$ cat src/rtl/execute_single_stage_pkg.sv
// ----------------------------------------------------------------------------
// execute_single_stage_pkg
// Shared types for the execute stage and its neighbours: the decoded
// execute context, the context handed to the memory stage, forwarding and
// HI/LO write records, stage FSM states and exception codes.
// ----------------------------------------------------------------------------
package execute_single_stage_pkg;

    typedef logic [31:0] word_t;

    typedef enum logic [4:0] {
        OP_NOP, OP_ADD, OP_ADDU, OP_ADDI, OP_ADDIU, OP_SUB, OP_SUBU,
        OP_AND, OP_OR, OP_XOR, OP_NOR, OP_SLT, OP_SLTU,
        OP_SLL, OP_SRL, OP_SRA, OP_LUI,
        OP_MULT, OP_MULTU, OP_DIV, OP_DIVU, OP_LW, OP_SW
    } op_t;

    typedef enum logic [1:0] {SRC_ALU, SRC_HILO, SRC_MEM} src_t;
    typedef enum logic [1:0] {MSIZE1, MSIZE2, MSIZE4} msize_t;
    typedef enum logic {SE_IDLE, SE_DIV} execute_stat_t;

    localparam logic [4:0] EX_OV = 5'h0C;

    typedef struct packed {
        logic       wen;
        logic [4:0] addr;
        src_t       src;
        word_t      value;
    } write_reg_t;

    typedef struct packed {
        logic  wen;
        word_t hi;
        word_t lo;
    } write_hilo_t;

    typedef struct packed {
        logic   valid;
        logic   write;
        msize_t msize;
        word_t  addr;
        word_t  data;
    } memory_args_t;

    typedef struct packed {
        logic       valid;
        logic [4:0] code;
        word_t      epc;
    } exception_t;

    typedef struct packed {
        word_t        pc;
        op_t          op;
        word_t        op1;
        word_t        op2;
        logic [15:0]  imm;
        write_reg_t   write_reg;
        write_hilo_t  write_hilo;
        memory_args_t memory_args;
        exception_t   exception;
        logic         drop;
    } execute_context_t;

    typedef struct packed {
        word_t        pc;
        op_t          op;
        write_reg_t   write_reg;
        write_hilo_t  write_hilo;
        memory_args_t memory_args;
        exception_t   exception;
    } memory_context_t;

    typedef struct packed {
        logic ready;
        logic valid;
    } pipeline_stat_t;

    localparam execute_context_t EXECUTE_CONTEXT_RESET = '0;
    localparam memory_context_t  MEMORY_CONTEXT_RESET  = '0;

    function automatic word_t sign_extend16(input logic [15:0] v);
        return {{16{v[15]}}, v};
    endfunction

endpackage

$ cat src/rtl/execute_single_stage_divider.sv
// ----------------------------------------------------------------------------
// Execute_Divider
// Radix-2 restoring divider working on operand magnitudes, one quotient bit
// per cycle over 32 cycles. Signs are applied to the final step only, so the
// completed hi/lo appear combinationally during the cycle where last=1.
// Ports:
//   clk, resetn     : clock, asynchronous active-low reset
//   start           : load a, b and begin dividing
//   signed_op       : treat a, b as two's complement (DIV)
//   a, b            : dividend, divisor (divisor must be non-zero)
//   abort           : drop any divide in progress
//   busy            : iterations are in progress
//   last            : this cycle performs the final iteration
//   hi, lo          : remainder, quotient of the current step (valid on last)
// ----------------------------------------------------------------------------
module Execute_Divider
    import execute_single_stage_pkg::*;
(
    input  logic  clk,
    input  logic  resetn,
    input  logic  start,
    input  logic  signed_op,
    input  word_t a,
    input  word_t b,
    input  logic  abort,
    output logic  busy,
    output logic  last,
    output word_t hi,
    output word_t lo
);

    logic        busy_q, busy_d;
    logic [4:0]  cnt_q, cnt_d;
    word_t       rem_q, rem_d;
    word_t       quo_q, quo_d;
    word_t       dvs_q, dvs_d;
    logic        neg_quo_q, neg_quo_d;
    logic        neg_rem_q, neg_rem_d;

    word_t       a_mag, b_mag;
    logic [32:0] partial, trial;
    word_t       rem_step, quo_step;

    always_comb begin
        a_mag = (signed_op && a[31]) ? -a : a;
        b_mag = (signed_op && b[31]) ? -b : b;

        // Shift the next dividend bit into the remainder and try subtracting.
        partial = {rem_q, quo_q[31]};
        trial   = partial - {1'b0, dvs_q};
        if (!trial[32]) begin
            rem_step = trial[31:0];
            quo_step = {quo_q[30:0], 1'b1};
        end else begin
            rem_step = partial[31:0];
            quo_step = {quo_q[30:0], 1'b0};
        end

        busy_d    = busy_q;
        cnt_d     = cnt_q;
        rem_d     = rem_q;
        quo_d     = quo_q;
        dvs_d     = dvs_q;
        neg_quo_d = neg_quo_q;
        neg_rem_d = neg_rem_q;

        if (abort) begin
            busy_d = 1'b0;
            cnt_d  = '0;
            rem_d  = '0;
            quo_d  = '0;
            dvs_d  = '0;
        end else if (start) begin
            busy_d    = 1'b1;
            cnt_d     = '0;
            rem_d     = '0;
            quo_d     = a_mag;
            dvs_d     = b_mag;
            neg_quo_d = signed_op && (a[31] ^ b[31]);
            neg_rem_d = signed_op && a[31];
        end else if (busy_q) begin
            rem_d = rem_step;
            quo_d = quo_step;
            cnt_d = cnt_q + 5'd1;
            if (cnt_q == 5'd31) begin
                busy_d = 1'b0;
            end
        end

        busy = busy_q;
        last = busy_q && (cnt_q == 5'd31);
        // Quotient negates on differing signs; remainder follows the dividend.
        lo   = neg_quo_q ? -quo_step : quo_step;
        hi   = neg_rem_q ? -rem_step : rem_step;
    end

    always_ff @(posedge clk or negedge resetn) begin
        if (!resetn) begin
            busy_q    <= 1'b0;
            cnt_q     <= '0;
            rem_q     <= '0;
            quo_q     <= '0;
            dvs_q     <= '0;
            neg_quo_q <= 1'b0;
            neg_rem_q <= 1'b0;
        end else begin
            busy_q    <= busy_d;
            cnt_q     <= cnt_d;
            rem_q     <= rem_d;
            quo_q     <= quo_d;
            dvs_q     <= dvs_d;
            neg_quo_q <= neg_quo_d;
            neg_rem_q <= neg_rem_d;
        end
    end

endmodule

$ cat src/rtl/execute_single_stage.sv
// ----------------------------------------------------------------------------
// execute_single_stage
// Single-issue execute stage: registers the decoded context, computes ALU,
// load/store address, MULT and DIV results, flags signed overflow, and stalls
// through `done` while the iterative divider runs.
// Ports:
//   clk, resetn             : clock, asynchronous active-low reset
//   decode2execute          : incoming decoded instruction context
//   ExecuteStat             : ready (load new context) / valid (output live)
//   succeed_exception_valid : younger-stage flush, squashes current instruction
//   execute2memory          : context to the memory stage (reset value if dead)
//   write_reg               : forwarding copy of the register result
//   done                    : next state is SE_IDLE
//   busy_div                : current state is SE_DIV
//   exception_valid         : current instruction carries an exception
// ----------------------------------------------------------------------------
module execute_single_stage
    import execute_single_stage_pkg::*;
(
    input  logic             clk,
    input  logic             resetn,
    input  execute_context_t decode2execute,
    input  pipeline_stat_t   ExecuteStat,
    input  logic             succeed_exception_valid,
    output memory_context_t  execute2memory,
    output write_reg_t       write_reg,
    output logic             done,
    output logic             busy_div,
    output logic             exception_valid
);

    execute_stat_t    state_q, state_d;
    execute_context_t ctx_q, ctx_d;

    logic            div_start, div_abort, div_busy, div_last;
    word_t           div_hi, div_lo;
    word_t           imm_sext, op2_eff, sum, diff, alu_result;
    logic [63:0]     mul_a, mul_b, product;
    logic            mul_signed, overflow, live;
    memory_context_t res;

    // A divide only runs for a clean instruction with a non-zero divisor;
    // divide-by-zero resolves combinationally in the idle state instead.
    always_comb begin
        div_start = ExecuteStat.ready
                 && (decode2execute.op inside {OP_DIV, OP_DIVU})
                 && !decode2execute.exception.valid
                 && !decode2execute.drop
                 && (decode2execute.op2 != '0);
        div_abort = succeed_exception_valid
                 || (ExecuteStat.ready && !div_start && div_busy);
    end

    Execute_Divider u_divider (
        .clk       (clk),
        .resetn    (resetn),
        .start     (div_start),
        .signed_op (decode2execute.op == OP_DIV),
        .a         (decode2execute.op1),
        .b         (decode2execute.op2),
        .abort     (div_abort),
        .busy      (div_busy),
        .last      (div_last),
        .hi        (div_hi),
        .lo        (div_lo)
    );

    // Results of the registered instruction.
    always_comb begin
        imm_sext = sign_extend16(ctx_q.imm);
        op2_eff  = (ctx_q.op inside {OP_ADDI, OP_ADDIU}) ? imm_sext : ctx_q.op2;
        sum      = ctx_q.op1 + op2_eff;
        diff     = ctx_q.op1 - ctx_q.op2;

        mul_signed = (ctx_q.op == OP_MULT);
        mul_a      = {{32{mul_signed & ctx_q.op1[31]}}, ctx_q.op1};
        mul_b      = {{32{mul_signed & ctx_q.op2[31]}}, ctx_q.op2};
        product    = mul_a * mul_b;

        unique case (ctx_q.op)
            OP_ADD, OP_ADDU, OP_ADDI, OP_ADDIU: alu_result = sum;
            OP_SUB, OP_SUBU: alu_result = diff;
            OP_AND:  alu_result = ctx_q.op1 & ctx_q.op2;
            OP_OR:   alu_result = ctx_q.op1 | ctx_q.op2;
            OP_XOR:  alu_result = ctx_q.op1 ^ ctx_q.op2;
            OP_NOR:  alu_result = ~(ctx_q.op1 | ctx_q.op2);
            OP_SLT:  alu_result = {31'b0, $signed(ctx_q.op1) < $signed(ctx_q.op2)};
            OP_SLTU: alu_result = {31'b0, ctx_q.op1 < ctx_q.op2};
            OP_SLL:  alu_result = ctx_q.op2 << ctx_q.op1[4:0];
            OP_SRL:  alu_result = ctx_q.op2 >> ctx_q.op1[4:0];
            OP_SRA:  alu_result = word_t'($signed(ctx_q.op2) >>> ctx_q.op1[4:0]);
            OP_LUI:  alu_result = {ctx_q.imm, 16'h0000};
            default: alu_result = '0;
        endcase

        overflow = 1'b0;
        if (ctx_q.op inside {OP_ADD, OP_ADDI}) begin
            overflow = (ctx_q.op1[31] == op2_eff[31]) && (sum[31] != ctx_q.op1[31]);
        end else if (ctx_q.op == OP_SUB) begin
            overflow = (ctx_q.op1[31] != ctx_q.op2[31]) && (diff[31] != ctx_q.op1[31]);
        end

        res.pc          = ctx_q.pc;
        res.op          = ctx_q.op;
        res.write_reg   = ctx_q.write_reg;
        res.write_hilo  = ctx_q.write_hilo;
        res.memory_args = ctx_q.memory_args;
        res.exception   = ctx_q.exception;

        // Faulted or dropped instructions pass through untouched.
        if (!ctx_q.exception.valid && !ctx_q.drop) begin
            if (ctx_q.write_reg.src == SRC_ALU) begin
                res.write_reg.value = alu_result;
            end
            if (ctx_q.memory_args.valid) begin
                res.memory_args.addr = ctx_q.op1 + imm_sext;
            end
            if (ctx_q.op inside {OP_MULT, OP_MULTU}) begin
                res.write_hilo.hi = product[63:32];
                res.write_hilo.lo = product[31:0];
            end else if (ctx_q.op inside {OP_DIV, OP_DIVU}) begin
                // After completion the result lives in ctx_q.write_hilo.
                if (ctx_q.op2 == '0) begin
                    res.write_hilo.hi = ctx_q.op1;
                    res.write_hilo.lo = 32'hFFFF_FFFF;
                end else if (state_q == SE_DIV) begin
                    res.write_hilo.hi = div_hi;
                    res.write_hilo.lo = div_lo;
                end
            end
            if (overflow) begin
                res.exception.valid = 1'b1;
                res.exception.code  = EX_OV;
                res.exception.epc   = ctx_q.pc;
                res.write_reg.wen   = 1'b0;
            end
        end

        // A flush in this very cycle already kills the output.
        live            = ExecuteStat.valid && !ctx_q.drop && !succeed_exception_valid;
        execute2memory  = live ? res : MEMORY_CONTEXT_RESET;
        write_reg       = live ? res.write_reg : '0;
        exception_valid = res.exception.valid && !ctx_q.drop;
    end

    // Next state: a flush beats everything, then a new capture, then the
    // divider finishing, whose result is parked in the context for holding.
    always_comb begin
        state_d = state_q;
        ctx_d   = ctx_q;
        if (succeed_exception_valid) begin
            state_d    = SE_IDLE;
            ctx_d.drop = 1'b1;
        end else if (ExecuteStat.ready) begin
            ctx_d   = decode2execute;
            state_d = div_start ? SE_DIV : SE_IDLE;
        end else if ((state_q == SE_DIV) && div_last) begin
            state_d             = SE_IDLE;
            ctx_d.write_hilo.hi = div_hi;
            ctx_d.write_hilo.lo = div_lo;
        end
        done     = (state_d == SE_IDLE);
        busy_div = (state_q == SE_DIV);
    end

    always_ff @(posedge clk or negedge resetn) begin
        if (!resetn) begin
            state_q <= SE_IDLE;
            ctx_q   <= EXECUTE_CONTEXT_RESET;
        end else begin
            state_q <= state_d;
            ctx_q   <= ctx_d;
        end
    end

endmodule

$ cat config.mk
export PLATFORM = sky130hd
export DESIGN_NAME = execute_single_stage
export DESIGN_NICKNAME = d
export VERILOG_FILES = /design/src/rtl/execute_single_stage_pkg.sv /design/src/rtl/execute_single_stage_divider.sv /design/src/rtl/execute_single_stage.sv
export SDC_FILE = /design/constraint.sdc
export NUM_CORES = 2
export LEC_CHECK = 0
export CORE_MARGIN = 3
export CORE_UTILIZATION = 45
export DETAILED_ROUTE_END_ITERATION = 7
export PLACE_DENSITY = 0.61
export SLEW_MARGIN = 20
export SYNTH_ARGS = -nofsm -noshare
export SYNTH_HDL_FRONTEND = slang
export SYNTH_SLANG_ARGS = --single-unit
$ cat constraint.sdc
create_clock -name clk -period 10.6 [get_ports clk]
set_input_delay 1.06 -clock clk [delete_from_list [all_inputs] [get_ports clk]]
set_output_delay 1.06 -clock clk [all_outputs]
set_load 0.05 [all_outputs]
; Word level (Yosys, flattened, before mapping)
; Cells that the tools add are included.
[totals]
reg_bits = 434
inputBits = 334
[op_classes]
addsub = 9
n_mul = 1
order_cmp = 2
eq_ne = 27
n_shift = 3
n_mux = 48
n_bitwise = 10
reduce_logical = 41
[ops]
columns = cell, count
row1 = $mux W32, 18
row2 = $mux W64, 7
row3 = $pmux W32 S12, 1
row4 = $mux W248, 1
row5 = $neg A32 Y32, 4
row6 = $mux W38, 2
row7 = $add A32 B32 Y32, 2
row8 = $lt A32 B32 Y1, 2
row9 = $mul A33 B33 Y64, 1
row10 = $eq A5 B4 Y1 const B, 8
row11 = $eq A5 B5 Y1 const B, 8
row12 = $mux W40, 1
row13 = $sub A33 B32 Y33, 1
row14 = $and A32 B32 Y32, 1
row15 = $logic_not A32 Y1, 1
row16 = $not A32 Y32, 1
row17 = $or A32 B32 Y32, 1
row18 = $reduce_bool A32 Y1, 1
row19 = $shl A32 B5 Y32, 1
row20 = $shr A32 B5 Y32, 1
row21 = $sshr A32 B5 Y32, 1
row22 = $sub A32 B32 Y32, 1
row23 = $xor A32 B32 Y32, 1
row24 = $eq A5 B3 Y1 const B, 4
row25 = other kinds (19), 71

; Depth between registers and ports, before layout
[depth]
ltp_word = 12
depth_mapped = 36
mapped_depth_nobuf = 34

; Modules after synthesis
; Synthesis repeated with hierarchy kept, for this count alone.
[unflattened]
cells_unflattened = 8831
area_unflattened_um2 = 75113.3
[by_module_without_submodules]
columns = mod, instances, cells_per_inst, area_each_um2, seq_area_each_um2
row1 = execute_single_stage, 1, 7567, 65148.7, 8257.9
row2 = Execute_Divider, 1, 1264, 9964.6, 2602.5

; Worst setup path after synthesis
; Ideal clock, no wire load.
[synth_path]
kind = register to output
startpoint = reg ctx_q[295] (netlist name)
endpoint = out execute2memory[167] (netlist name)
arrival_time_ns = 9.620
t_required_ns = 9.540
slack_ns = -0.080
stages_incl_launch_ff = 34
path_cell_list = dfrtp_1 nor2_1 nand2_1 nor3b_1 and2_1 clkbuf_1 nand2_1 inv_1 fa_1 inv_1 fa_1 inv_1 fa_1 fa_1 inv_1 fa_1 inv_1 fa_1 inv_1 fa_1 fa_1 inv_1 ha_1 and3_1 nand2_1 nor2_1 o21ai_0 a211oi_1 nand3_1 a31o_2 o2111ai_1 a21oi_1 xor2_1 a211oi_1
[synth_rtl]
columns = element, line_no
row1 = "start, declared", execute_single_stage.sv:33  ; execute_context_t ctx_q, ctx_d;
row2 = "start signal, assigned", execute_single_stage.sv:172  ; ctx_q <= ctx_d;
row3 = "end, declared", execute_single_stage.sv:25  ; output memory_context_t execute2memory,

==> flow_summary.yaml <==
global_route:
  grt_usage_pct: 43.64
  overflow: 0
  antenna_found_initial: 46
  grt_pass1_vias: 70170
  grt_pass1_wl_microns: 521900
  grt_start_max_net_pins: 137
die:
  rows: 147
  die_x_microns: 409.4
  die_area_sq_mm: 0.1676
  ioPinCount: 625
  initial_core_util_pct: 45.44
  die_h_microns: 409.4
  core-area_sq_mm: 0.1611
drt:
  drt_iter0_markers: 8476
  wl_microns: 373500
  num_vias: 70090
  dr.pass1.iters: 6
  drtAntennaViolNets: 0
  via_per_inst: 6.061
  wl_per_cell_microns: 32.30
  drc: 0
finish:
  drive_above_1_share_pct: 13.31
  final_common_cell: "inv_1"
  fin_cells: 11560
  areaGrowthSynthToFinish_pct: 21.51
  fin_nets: 11190
  most-common-layout-cells: "inv_1, nand2_1, fa_1, nor2_1, clkdlybuf4s50_1"
  nFillCells: 15070
worst_setup_path:
  cp_slowest_cell: "fa_1"
  path_class: "register to output pin"
  crit_fanout: 5
  crit_arrival_ns: 9.65
  crit_path_start_kind: "register"
  crit_path_frequent_cell: "fa_1"
  critPathMaxStageDelay_ns: 0.58
  critPathRequiredTime_ns: 9.54
  critPathCaptureType: "output pin"
yosys:
  yosysWarnings: 0
  syn_avg_cell_area_sq_um: 8.551
  synth_nets: 10430
  ys_seq_elements: 434
  synth_area_sq_mm: 0.07322
  synth_seq_area_share_pct: 14.83
  synthDistinctLibCells: 91
  synth_ff_type: "dfrtp_1"
  synth-edff-count: 0
  netlist_instances: 8562
  async_reset_ff_share_pct: 100.0
timing:
  setup_viol: 5
  rsz0062_at_grt: "yes"
  hold_viol: 0
  worstMarginPinSlew_ns: 1.315
  finalSetupTns_ns: -0.2571
  finClkSkew_ns: 0.08131
  final_max_slew_viol_count: 0
  whs_ns: 0.4511
  fin_crit_ns: 10.71
  fmax_mhz: 93.40
  setup_ws_ns: -0.1065
  finalCritPeriodShare_pct: 101.0
  slew_headroom_pct: 11.37
clock_network:
  clk_pin_slew_worst_paths_ns: 0.06
  htree_levels: 2
  tritoncts: "built"
  cts_sinks: 434
  root_buffer: "clkbuf_16"
  cts_buffers: 57
  cts_buffer_depth: 3
  ctsHoldBuffers: 0
  clk_latency_ns: 0.73
outcome:
  outcome: "finished, violations left"
  violations: "negative setup slack"
place:
  dp_cells: 11380
  globalplace.congestion: 1.084
  pre_cts_ws_ns: 0.1001
  portBuffers: 624
  hpwl_microns: 303500
job:
  max_cap_violations: 0
hold_path:
  hold_class: "input pin to asynchronous set/reset pin"
[metrics by stage]
step                      util (%)  area [sq um]
after detailed placement     53.17         85660
after floorplan                  -         73230
after global routing         55.17         88880
after CTS                    54.79         88280
after global placement       53.16         85660
final                        55.22         88960
[path summary, 6_finish.rpt]
| path | startpoint | end | slack (ns) | depth (start not counted) |
|---|---|---|---|---|
| setup / recovery | ctx_q[295] | execute2memory[169] | -0.11 | 39 |
| hold / removal | resetn | u_divider.dvs_q[12] | 0.45 | 1 |
| min in group clk | ctx_q[125] | ctx_q[125] | 0.50 | 2 |
| setup reg to reg | u_divider.quo_q[31] | ctx_q[153] | 4.46 | 21 |
| hold reg to reg | ctx_q[125] | ctx_q[125] | 0.50 | 2 |
| max in group asynchronous | resetn | ctx_q[291] | 8.59 | 2 |
[routing by layer]
metal / GRT usage (%) / share of wire (%)
met5: 0 / 0.036
met1: 55.58 / 38
met3: 16.97 / 13
met4: 24.65 / 7.2
met2: 63.17 / 42
[Yosys cell counts, types with 20 or more instances]
master	number	area (sq um)
inv_1	1318	4947
nand2_1	1203	4516
fa_1	1129	22600
nor2_1	743	2789
clkbuf_1	447	1678
dfrtp_1	434	10860
a21oi_1	410	2052
ha_1	408	5105
o21ai_0	405	2027
mux2_2	229	2579
mux2i_1	197	1972
xnor2_1	177	1550
xor2_1	118	1033
and2_1	97	606.8
a21o_1	84	630.6
o22ai_1	75	469.2
buf_1	71	266.5
a211oi_1	62	465.5
nor3_1	61	305.3
o221ai_1	51	446.7
a22oi_1	48	360.4
nand3_1	48	240.2
a221oi_1	47	411.6
nand2b_1	45	281.5
and3_1	43	269.0
a31oi_1	40	250.2
buf_4	40	300.3
o211ai_1	37	277.8
nor4_1	35	219.0
o31ai_1	35	262.8
or3_1	34	212.7
nand4_1	32	200.2
o21a_1	31	232.7
nor2b_1	30	187.7
o21bai_1	24	180.2
clkinv_1	21	78.83
o2111ai_1	20	175.2
[cell type report]
class	instances	area, sq um	area share, %
Multi-Input combinational cell	6219	55800	62.72
Timing Repair Buffer	1263	12340	13.87
Sequential cell	434	10900	12.25
Inverter	1342	5064	5.692
Tap cell	2160	2703	3.038
Clock buffer	80	1633	1.835
Clock inverter	26	419.2	0.4711
Antenna cell	40	100.1	0.1125
[kinds of logic (layout without fill, tap and decap cells)]
family / after synthesis / count (layout) / synth area share [%]
muxes: 436 / 436 / 6.523
and+or+nand+nor: 2437 / 2437 / 14.15
buffers and inverters: 1909 / 2711 / 10.01
other: 0 / 40 / 0
xor gates and xnor gates: 295 / 295 / 3.529
AOI/OAI and AO/OA: 1514 / 1514 / 13.11
adders and majority gates: 1537 / 1537 / 37.84
DFF: 434 / 434 / 14.83
[flip-flops by register name, indices dropped and copies added, names as in the netlist]
| name | count |
|---|---|
| ctx_q | 329 |
| u_divider.dvs_q | 32 |
| u_divider.quo_q | 32 |
| u_divider.rem_q | 32 |
| u_divider.cnt_q | 5 |
| busy_div | 1 |
| u_divider.busy | 1 |
| u_divider.neg_quo_q | 1 |
| u_divider.neg_rem_q | 1 |
[what timing repair did]
item,4_1_cts,5_1_grt
pin swaps,55,64
cloned,1,0
setup endpoints to repair,22,29
gates resized for setup,94,132
buffers inserted,23,14
[worst max-delay path, delay by kind of cell, from the launching register on]
kind	cells	cell delay (ns)
adders and majority gates	9	4.10
AOI/OAI and AO/OA	10	2.06
buffers and inverters	13	1.49
and+or+nand+nor	6	0.80
DFF	1	0.38
xor gates and xnor gates	1	0.08
Power is not shown: default switching activity piles up to over one toggle a cycle in this logic, so the estimate is an artifact.
